$ cat src/rtl/rx_word_packer.sv
// rx_word_packer: acquires lane alignment on a K28.5 comma, then packs decoded bytes into 8/16/32-bit words.
// Optional saturating invalid-symbol counter (errCnt) enabled by defining RX_WORD_PACKER_ERR_CNT_EN.
//
// state     | meaning
// UNALIGNED | waiting for a clean comma; data ignored
// ALIGNED   | packing data bytes; ERR_LIMIT consecutive invalids drop back to UNALIGNED
module rx_word_packer #(
    parameter logic [7:0] COMMA     = 8'hBC,
    parameter int         ERR_LIMIT = 4,
    parameter int         ERR_CNT_W = 16
) (
    input  logic        clk,
    input  logic        rst,
    input  logic        enb,
    input  logic [1:0]  dataS,
    input  logic [7:0]  dataIn,
    input  logic        k_in,
    input  logic        invalid_in,
    output logic [31:0] dataOut,
    output logic        validOut,
    output logic        aligned,
    output logic        errFlag
`ifdef RX_WORD_PACKER_ERR_CNT_EN
    ,
    output logic [ERR_CNT_W-1:0] errCnt
`endif
);

    typedef enum logic [0:0] {
        UNALIGNED = 1'b0,
        ALIGNED   = 1'b1
    } state_t;

    state_t      state, nextState;
    logic [1:0]  index, nextIndex;
    logic [3:0]  errRun, nextErrRun, errRunInc;
    logic [1:0]  widthReg, nextWidth, effWidth;
    logic [1:0]  lastIdx;
    logic [31:0] bufReg, nextBuf, nextDataOut;
    logic        nextValid, nextErrFlag, isComma;

    assign aligned = (state == ALIGNED);

    always_ff @(posedge clk or negedge rst) begin
        if (!rst) begin
            state    <= UNALIGNED;
            index    <= 2'd0;
            errRun   <= 4'd0;
            widthReg <= 2'd0;
            bufReg   <= 32'd0;
            dataOut  <= 32'd0;
            validOut <= 1'b0;
            errFlag  <= 1'b0;
        end else begin
            state    <= nextState;
            index    <= nextIndex;
            errRun   <= nextErrRun;
            widthReg <= nextWidth;
            bufReg   <= nextBuf;
            dataOut  <= nextDataOut;
            validOut <= nextValid;
            errFlag  <= nextErrFlag;
        end
    end

    always_comb begin
        nextState   = state;
        nextIndex   = index;
        nextErrRun  = errRun;
        nextBuf     = bufReg;
        nextDataOut = dataOut;
        nextValid   = 1'b0;
        nextErrFlag = 1'b0;
        // Width select is only honoured at a word boundary; mid-word the latched value rules.
        effWidth    = (index == 2'd0) ? dataS : widthReg;
        nextWidth   = enb ? effWidth : widthReg;
        case (effWidth)
            2'b01:   lastIdx = 2'd1;
            2'b10:   lastIdx = 2'd3;
            default: lastIdx = 2'd0;
        endcase
        isComma   = k_in && !invalid_in && (dataIn == COMMA);
        errRunInc = errRun + 4'd1;

        if (enb) begin
            case (state)
                UNALIGNED: begin
                    if (invalid_in) begin
                        nextErrFlag = 1'b1;
                    end else if (isComma) begin
                        nextState  = ALIGNED;
                        nextIndex  = 2'd0;
                        nextErrRun = 4'd0;
                    end
                end
                ALIGNED: begin
                    if (invalid_in) begin
                        nextErrFlag = 1'b1;
                        nextIndex   = 2'd0;
                        if (errRunInc == 4'(ERR_LIMIT)) begin
                            nextState  = UNALIGNED;
                            nextErrRun = 4'd0;
                        end else begin
                            nextErrRun = errRunInc;
                        end
                    end else if (isComma) begin
                        nextIndex  = 2'd0;
                        nextErrRun = 4'd0;
                    end else if (k_in) begin
                        nextErrRun = 4'd0;
                    end else begin
                        nextErrRun = 4'd0;
                        // Clearing at lane 0 keeps unused upper lanes at zero.
                        nextBuf = (index == 2'd0) ? 32'd0 : bufReg;
                        nextBuf[{index, 3'b000} +: 8] = dataIn;
                        if (index == lastIdx) begin
                            nextIndex   = 2'd0;
                            nextValid   = 1'b1;
                            nextDataOut = nextBuf;
                        end else begin
                            nextIndex = index + 2'd1;
                        end
                    end
                end
            endcase
        end
    end

`ifdef RX_WORD_PACKER_ERR_CNT_EN
    always_ff @(posedge clk or negedge rst) begin
        if (!rst) begin
            errCnt <= '0;
        end else if (nextErrFlag && (errCnt != '1)) begin
            errCnt <= errCnt + ERR_CNT_W'(1);
        end
    end
`endif

endmodule

$ cat config.mk
export PLATFORM = sky130hd
export DESIGN_NAME = rx_word_packer
export DESIGN_NICKNAME = d
export VERILOG_FILES = /design/src/rtl/rx_word_packer.sv
export SDC_FILE = /design/constraint.sdc
export NUM_CORES = 1
export LEC_CHECK = 0
export BUFFER_PORTS_ARGS = -buffer_cell sky130_fd_sc_hd__buf_2
export CORE_AREA = 8 8 90 92
export CTS_BUF_LIST = sky130_fd_sc_hd__clkbuf_4 sky130_fd_sc_hd__clkbuf_8
export DETAILED_ROUTE_END_ITERATION = 8
export DIE_AREA = 0 0 98 100
export MAX_ROUTING_LAYER = met4
export PLACE_DENSITY = 0.8
export SYNTH_ARGS = -nofsm -noshare
export SYNTH_HDL_FRONTEND = slang
export SYNTH_SLANG_ARGS = --single-unit
$ cat constraint.sdc
create_clock -name clk -period 2.4 [get_ports clk]
set_input_delay 0.12 -clock clk [delete_from_list [all_inputs] [get_ports clk]]
set_output_delay 0.12 -clock clk [all_outputs]
set_load 0.005 [all_outputs]
* After elaboration in Yosys (flattened, before gate mapping)
Index checks and enable logic that the tools add are counted.
Widths: inputs -> output; s select.
** Storage, ports and cells
- Bits in registers :: 75
- Input bits :: 15
- Output and inout bits :: 35
- Logic and storage cells :: 62
** Operators by class
- Add/sub/neg operators :: 3
- Equality and inequality tests :: 8
- Shift operators :: 2
- Multiplexer cells :: 29
- Bitwise logic cells :: 4
- Reduce and logical (&&, ||, !) cells :: 8
** Operators by type and width (count)
- $bwmux 32 :: 1
- $mux 32 :: 1
- $shift 8x7->32 const A :: 1
- $shiftx 8x7->32 :: 1
- $mux 4 :: 4
- $mux 2 :: 7
- $mux 1 :: 12
- $eq 8x8->1 const B :: 1
- $pmux 2 s2 :: 2
- $pmux 4 s2 :: 1
- $neg 5->7 :: 1
- $reduce_and 6->1 :: 1
- $reduce_and 5->1 :: 1
- $add 4x1->4 const B :: 1
- $eq 4x3->1 const B :: 1
- $ne 2x2->1 const B :: 2
- $ne 4x3->1 const B :: 1
- $not 1->1 :: 4
- $reduce_and 4->1 :: 1
- $reduce_and 3->1 :: 1
- $add 2x1->2 const B :: 1
- $eq 2x1->1 const B :: 1
- $eq 2x2->1 :: 1
- $eq 2x2->1 const B :: 1
- 4 further kinds :: 5

* Longest topological paths before layout
Gate-level depths: netlist of run 1.
- Depth after elaboration :: 11
- Gate-level depth with buffers :: 11
- Gate-level depth less buffers :: 8

* Worst setup path before layout of run 1
Ideal clock, no wire load.
- Path kind :: register -> register
- Start point :: register index[0]
- End point :: register dataOut[18]
- Setup time :: 0.132 ns
- Arrival time :: 2.342 ns
- Required time :: 2.268 ns
- Slack :: -0.074 ns
- Stages on the path, launching flop included :: 12
- Buffers on the path :: 3
- Clock period less this slack :: 2.474 ns
- Cell sequence :: dfrtp_1 > inv_1 > ha_1 > buf_2 > mux2_2 > ha_1 > xor2_1 > nand3_1 > buf_4 > buf_2 > nand2_1 > o21ai_1
** Between the ends
- Longest elaborated chain between the ends :: 6
- Elaborated cells between the ends (all ways) :: 12
- Classes of those cells :: add/sub (1); eq/ne (3); shift (2); mux (4); reduce/logical (2)
** RTL lines
- from (decl) :: RTL line 35 : logic [1:0] index, nextIndex;
- from (signal assigned) :: RTL line 56 : index <= nextIndex;
- $logic_not 2->1 * :: RTL line 75 : effWidth = (index == 2'd0) ? dataS : widthReg;
- $mux 2 * :: RTL line 75
- named net effWidth[1] :: RTL line 37 : logic [1:0] widthReg, nextWidth, effWidth;
- $eq 2x2->1 / $eq 2x1->1 (equally long branches) :: RTL line 77 : case (effWidth)
- $pmux 2 s2 * :: RTL line 77
- $eq 2x2->1 * :: RTL line 116 : if (index == lastIdx) begin
- $reduce_and 6->1 (no line) *
- to (signal assigned) :: RTL line 60 : dataOut <= nextDataOut;
- to (decl) :: RTL line 19 : output logic [31:0] dataOut,
Mark *: on every way through the listed nets, which the timed path passes. The rest lies on a longest branch.
A chain may end at the register's enable or synchronous reset.

* Worst setup path after layout of run 1
- Start point :: register index[1]
- End point :: register dataOut[19]
The elaborated chain is that of the path after synthesis.

==> reports/metrics.yaml, run 1 <==
timing:
  timing.fmax_ghz: 0.436
  grt_setup_unrepaired: "no"
  slew_viol_final: 0
  setup_ws_ns: 0.109
  setup_viol_count_final: 0
  slew_headroom_pct: 54.9
  finalClockSkew_ns: 0.00373
  tightest_slew_ns: 0.677
  tns_ns: 0
  hold_viol_final: 0
  fin_crit_ns: 2.29
  finalCritPeriodShare_pct: 95.5
critical_path:
  crit_type: "flip-flop to flip-flop"
  crit_path_end_kind: "flip-flop"
  crit_slowest_cell: "dfrtp_1"
  crit_fanout: 65
  cp.arrival_ns: 2.52
  cp.required_ns: 2.63
  crit_chain: "inv_1 > ha_2 > mux2_2 > ha_1 > xor2_1 > nand3_2 > buf_12 > nand2_1 > o21ai_1"
  cpPeakStageDelay_ns: 0.38
  worstSetupStartpointType: "flip-flop"
cts:
  clockRootBuffer: "clkbuf_8"
  cts_resized: 0
  cts.sinks: 75
  worstSkewPairLatency_ns: 0.34
  hold_buffers: 1
  clk_pin_slew_ns: 0.07
  cts.path.max_buffers: 2
  cts_max_level: 3
  cts_setup_buffers: 0
  cts_made_buffers: 9
  cts_tree: "yes"
placement:
  pre_cts_ws_ns: 0.158
  globalplace.congestion: 0.831
  io_buffers: 49
  hpwl_microns: 5150
  place_area_sq_um: 3670
detailed_routing:
  ant_nets: 0
  routed_wl_microns: 7430
  vias_per_cell: 5.78
  drt_iter0_drc: 142
  routedWlPerCell_microns: 17.2
  vias: 2496
  firstDrtPassIters: 4
  drc_errors: 0
die:
  io_pins: 50
  die-area_sq_um: 9800
  fp.dieH_microns: 100
  die_x_microns: 98
  start_util_pct: 51.6
  coreArea_sq_um: 6640
  rows: 30
logic_synthesis:
  seq_area_frac_synth_pct: 54.7
  synthCells: 306
  yosysTopAreaCell: "dfrtp_1"
  synth-seq-cells: 75
  syn_avg_cell_area_sq_um: 11.2
  synth_area_sq_um: 3430
  synthFlopType: "dfrtp_1"
  yosysWarnings: 0
  synth_area_leaders: "dfrtp_1 (55%), a22o_1 (8.2%), a22oi_1 (7.0%)"
  async_flop_share_pct: 100
  synth_nets: 329
  synth_edf_count: 0
  synth_top_area_share_pct: 54.7
  synth.top_cells.by_count: "dfrtp_1 (75), nand2_1 (40), o21ai_1 (36), a22o_1 (32), a22oi_1 (32)"
  yosysMostFrequentCell: "dfrtp_1"
  synth_cell_types: 42
layout:
  layout.nets: 371
  diodes: 0
  drive_gt1_share_pct: 23.6
  design_area_sq_um: 3890
  fill_cells: 570
  syn_to_final_growth_pct: 13.4
pwr:
  combPwrFrac_pct: 28.3
  internal_power_mw: 2.44
  switchingPower_mw: 1.21
  ir_drop_uv: 549
  pwr-share-seq_pct: 43.1
  cellPowerDensity_nw_per_um2: 938
  clock_power_share_pct: 28.6
  leakagePower_nw: 1.88
  switching_share_pct: 33.1
grt:
  grt_pass1_wl_microns: 12900
  grt_util_all_layers_pct: 16.8
  grt_pass1_vias: 2573
  gr-total-overflow: 0
  grt_start_max_net_pins: 66
  grt_antenna_before_repair: 0
run_status:
  status: "finished clean"
run:
  maxCapViolations: 0
min_path:
  hp-class: "primary input to flip-flop"
state kept, by name, indices dropped and copies added, names as in the netlist:
register	flops
aligned	1
bufReg	32
dataOut	32
errFlag	1
errRun	4
index	2
validOut	1
widthReg	2
critical path, delay by kind of cell, from the launching register on:
kind | cells | cell delay [ns]
xor gates and xnor gates | 1 | 0.25
buffers and inverters | 2 | 0.33
muxes | 1 | 0.35
and+or+nand+nor | 2 | 0.23
AOI/OAI and AO/OA | 1 | 0.06
adders and majority gates | 2 | 0.53
DFF | 1 | 0.38
cell usage in the layout (no fill, tap or decap), types with 3 or more instances in the layout:
cell type,count
buf_4,4
mux2_2,3
a22o_1,32
buf_2,49
and4bb_1,3
nand2_1,40
nand3_1,3
clkbuf_8,9
inv_1,6
and2_4,3
a22oi_1,32
ha_1,7
a31oi_1,3
nor2_1,6
dfrtp_1,75
o21ai_1,36
layer usage:
| layer | track usage, % | share of wire (%) |
|---|---|---|
| met1 | 21.4 | 44 |
| met2 | 24.6 | 47 |
| met3 | 3.94 | 7.1 |
| met4 | 8.63 | 1.7 |
| met5 | - | 0 |
stage by stage:
step / hold WS, ns / std cells / utilization [%] / power, mW
after floorplan: -0.176 / 306 / - / 2.35
after global placement: 0.188 / 416 / 55.2 / 2.58
final: 0.0854 / 432 / 58.5 / 3.65
after CTS: 0.0679 / 432 / 58.5 / 3.67
after detailed placement: 0.196 / 416 / 55.2 / 2.63
after global routing: 0.0881 / 432 / 58.5 / 3.86
power groups by stage:
stage	Clock (mW)	Combinational, mW	Sequential [mW]
after CTS	1.06	1.04	1.57
after global routing	1.11	1.15	1.60
after detailed placement	0	1.03	1.59
after global placement	0	1.00	1.58
final	1.04	1.03	1.57
after floorplan	0	0.763	1.59
logic make-up after synthesis:
logic type / Yosys count / share of synthesized area (%)
AO/OA/AOI/OAI: 116 / 23.7
XOR/XNOR: 2 / 0.511
adder cells (fa/ha/maj): 8 / 2.92
buffers and inverters: 32 / 6.09
flip-flops: 75 / 54.7
multiplexers: 4 / 1.28
AND/OR/NAND/NOR: 69 / 10.8
worst paths after layout:
kind,start,end,slack [ns],cells past startpoint
setup / recovery,index[1],dataOut[19],0.11,9
max in group asynchronous,rst,bufReg[14],1.39,3
hold reg to reg,dataOut[29],dataOut[29],0.48,2
hold / removal,enb,widthReg[0],0.09,2
min in group asynchronous,rst,dataOut[22],0.34,2
setup reg to reg,index[1],dataOut[19],0.11,9
final cells by class:
| cell class | instances | area [sq um] | area share (%) |
|---|---|---|---|
| Sequential cell | 75 | 1880 | 48.3 |
| Multi-Input combinational cell | 199 | 1350 | 34.7 |
| Inverter | 7 | 26.3 | 0.676 |
| Clock buffer | 10 | 131 | 3.38 |
| Tap cell | 80 | 100 | 2.57 |
| Timing Repair Buffer | 56 | 325 | 8.37 |
| Clock inverter | 5 | 78.8 | 2.03 |
(Power assumes the default switching activity.)
==> run 2, diff against run 1 <==
- MAX_ROUTING_LAYER: met4 -> unset
==> reports/metrics.yaml, run 2 (synthesis gave the netlist of run 1 again) <==
critical_path:
  cp.arrival_ns: 2.51  # about the same
  path_delay_family: "adder cells"
  worstSetupStartpointType: "flip-flop"
  ff2ff_path_depth: 9  # unchanged
  startpoint: "index[1]"
  crit_type: "flip-flop to flip-flop"
  crit_chain: "inv_1 > ha_2 > mux2_2 > ha_1 > xor2_1 > nand3_2 > buf_12 > nand2_1 > o21ai_1"
  crit_slowest_cell: "dfrtp_1"
  reg2reg_from: "index[1]"
  path_depth: 9  # unchanged
  crit_fanout: 65  # unchanged
  crit_path_end_kind: "flip-flop"
  cpPeakStageDelay_ns: 0.38  # about the same
  worst-path-buf-inv: 2  # unchanged
  cp.required_ns: 2.62  # about the same
timing:
  finalClockSkew_ns: 0.00427  # +0.000536 ns
  hold_viol_final: 0  # unchanged
  finalCritPeriodShare_pct: 95.2  # -0.28 points
  slew_viol_final: 0  # unchanged
  timing.fmax_ghz: 0.438  # +0.29%
  grt_setup_unrepaired: "no"
  slew_headroom_pct: 54.6  # -0.22 points
  setup_viol_count_final: 0  # unchanged
  setup_ws_ns: 0.116  # +0.00673 ns
  tns_ns: 0  # unchanged
  tightest_slew_ns: 0.680  # +0.00335 ns
  fin_crit_ns: 2.28  # -0.00673 ns
die:
  coreArea_sq_um: 6640  # unchanged
  start_util_pct: 51.6  # unchanged
  die-area_sq_um: 9800  # unchanged
  io_pins: 50  # unchanged
  fp.dieH_microns: 100  # unchanged
  die_x_microns: 98  # unchanged
  rows: 30  # unchanged
grt:
  gr-total-overflow: 0  # unchanged
  grt_pass1_wl_microns: 12900  # about the same
  grt_util_all_layers_pct: 16.3  # -0.48 points
  grt_start_max_net_pins: 66  # unchanged
  grt_pass1_vias: 2574  # +0.039%
  grt_antenna_before_repair: 0  # unchanged
detailed_routing:
  vias_per_cell: 5.77  # -0.12%
  routedWlPerCell_microns: 17.2  # +0.11%
  vias: 2493  # -0.12%
  drt_iter0_drc: 169  # +19%
  drc_errors: 0  # unchanged
  routed_wl_microns: 7440  # +0.11%
  ant_nets: 0  # unchanged
  firstDrtPassIters: 4  # unchanged
layout:
  syn_to_final_growth_pct: 13.4  # unchanged
  diodes: 0  # unchanged
  fill_cells: 570  # unchanged
  multi_input_area_sq_um: 1350  # unchanged
  postLayoutCoreUtil_pct: 58.5  # unchanged
  top_regs: "bufReg: 32 flops, dataOut: 32 flops, errRun: 4 flops"
  drive_gt1_share_pct: 23.6  # unchanged
  mostFrequentLayoutCells: "dfrtp_1 (75), buf_2 (49), nand2_1 (40)"
  seq_area_sq_um: 1880  # unchanged
  final_common_cell: "dfrtp_1"
  layout.nets: 371  # unchanged
pwr:
  internal_power_mw: 2.44  # about the same
  cellPowerDensity_nw_per_um2: 937  # -0.11%
  clock_power_share_pct: 28.6  # about the same
  ir_drop_uv: 547  # -0.37%
  fin_total_pwr_mw: 3.64  # -0.11%
  leakagePower_nw: 1.88  # unchanged
  switching_share_pct: 33.1  # -0.069 points
  switchingPower_mw: 1.20  # -0.31%
  combPwrFrac_pct: 28.3  # about the same
  pwr-share-seq_pct: 43.1  # about the same
cts:
  cts_max_level: 3  # unchanged
  clk_pin_slew_ns: 0.07  # about the same
  cts_setup_buffers: 0  # unchanged
  clockRootBuffer: "clkbuf_8"
  cts.sinks: 75  # unchanged
  hold_buffers: 1  # unchanged
  cts_resized: 0  # unchanged
  cts.path.max_buffers: 2  # unchanged
  cts_made_buffers: 9  # unchanged
  worstSkewPairLatency_ns: 0.34  # about the same
  cts_tree: "yes"
min_path:
  hp-class: "primary input to flip-flop"
  min_path_cells: 2  # unchanged
  hp-start: "enb"
run_status:
  status: "finished clean"
placement:
  globalplace.congestion: 0.819  # -1.5%
  hpwl_microns: 5150  # unchanged
  pre_cts_ws_ns: 0.158  # unchanged
  io_buffers: 49  # unchanged
run:
  maxCapViolations: 0  # unchanged
==> run 2: cell counts in the layout (fill, tap and decap cells not counted) <==
No cell type changed its count.
==> run 2: stage by stage <==
step	std cells	area (sq um)	hold slack (ns)
2_1_floorplan	306	3430	-0.176
3_3_place_gp	416	3670	0.188
3_5_place_dp	416	3670	0.196
4_1_cts	432	3890	0.0679
5_1_grt	432	3890	0.0908
6_report	432	3890	0.0861
==> run 2: path summary, 6_finish.rpt <==
path | endpoint | slack (ns)
setup / recovery | dataOut[19] | 0.12
hold / removal | widthReg[0] | 0.09
setup reg to reg | dataOut[19] | 0.12
hold reg to reg | dataOut[29] | 0.48
max in group asynchronous | errRun[1] | 1.38
min in group asynchronous | dataOut[22] | 0.35
==> run 2: layout make-up <==
type                    count  area share, %
clock buffers              10           3.38
clock inverters             5           2.03
inverters                   7          0.676
multi-input cells         199           34.7
flip-flops and latches     75           48.3
well taps                  80           2.57
repair buffers             56           8.37
==> run 2: metal layers <==
layer  track usage (%)  share of wire, %  up-vias
met5                 0                 0        -
met4              8.63               1.0        0
met3              4.01               6.3        6
met2              24.7                48       67
met1              21.2                45     1219
li1                  -                 -     1201
==> run 2: power by group through the flow <==
stage	sequential [mW]	combinational [mW]	clock, mW
after CTS	1.57	1.04	1.06
after global routing	1.60	1.16	1.10
after detailed placement	1.59	1.03	0
final	1.57	1.03	1.04
after floorplan	1.59	0.763	0
after global placement	1.58	1.00	0
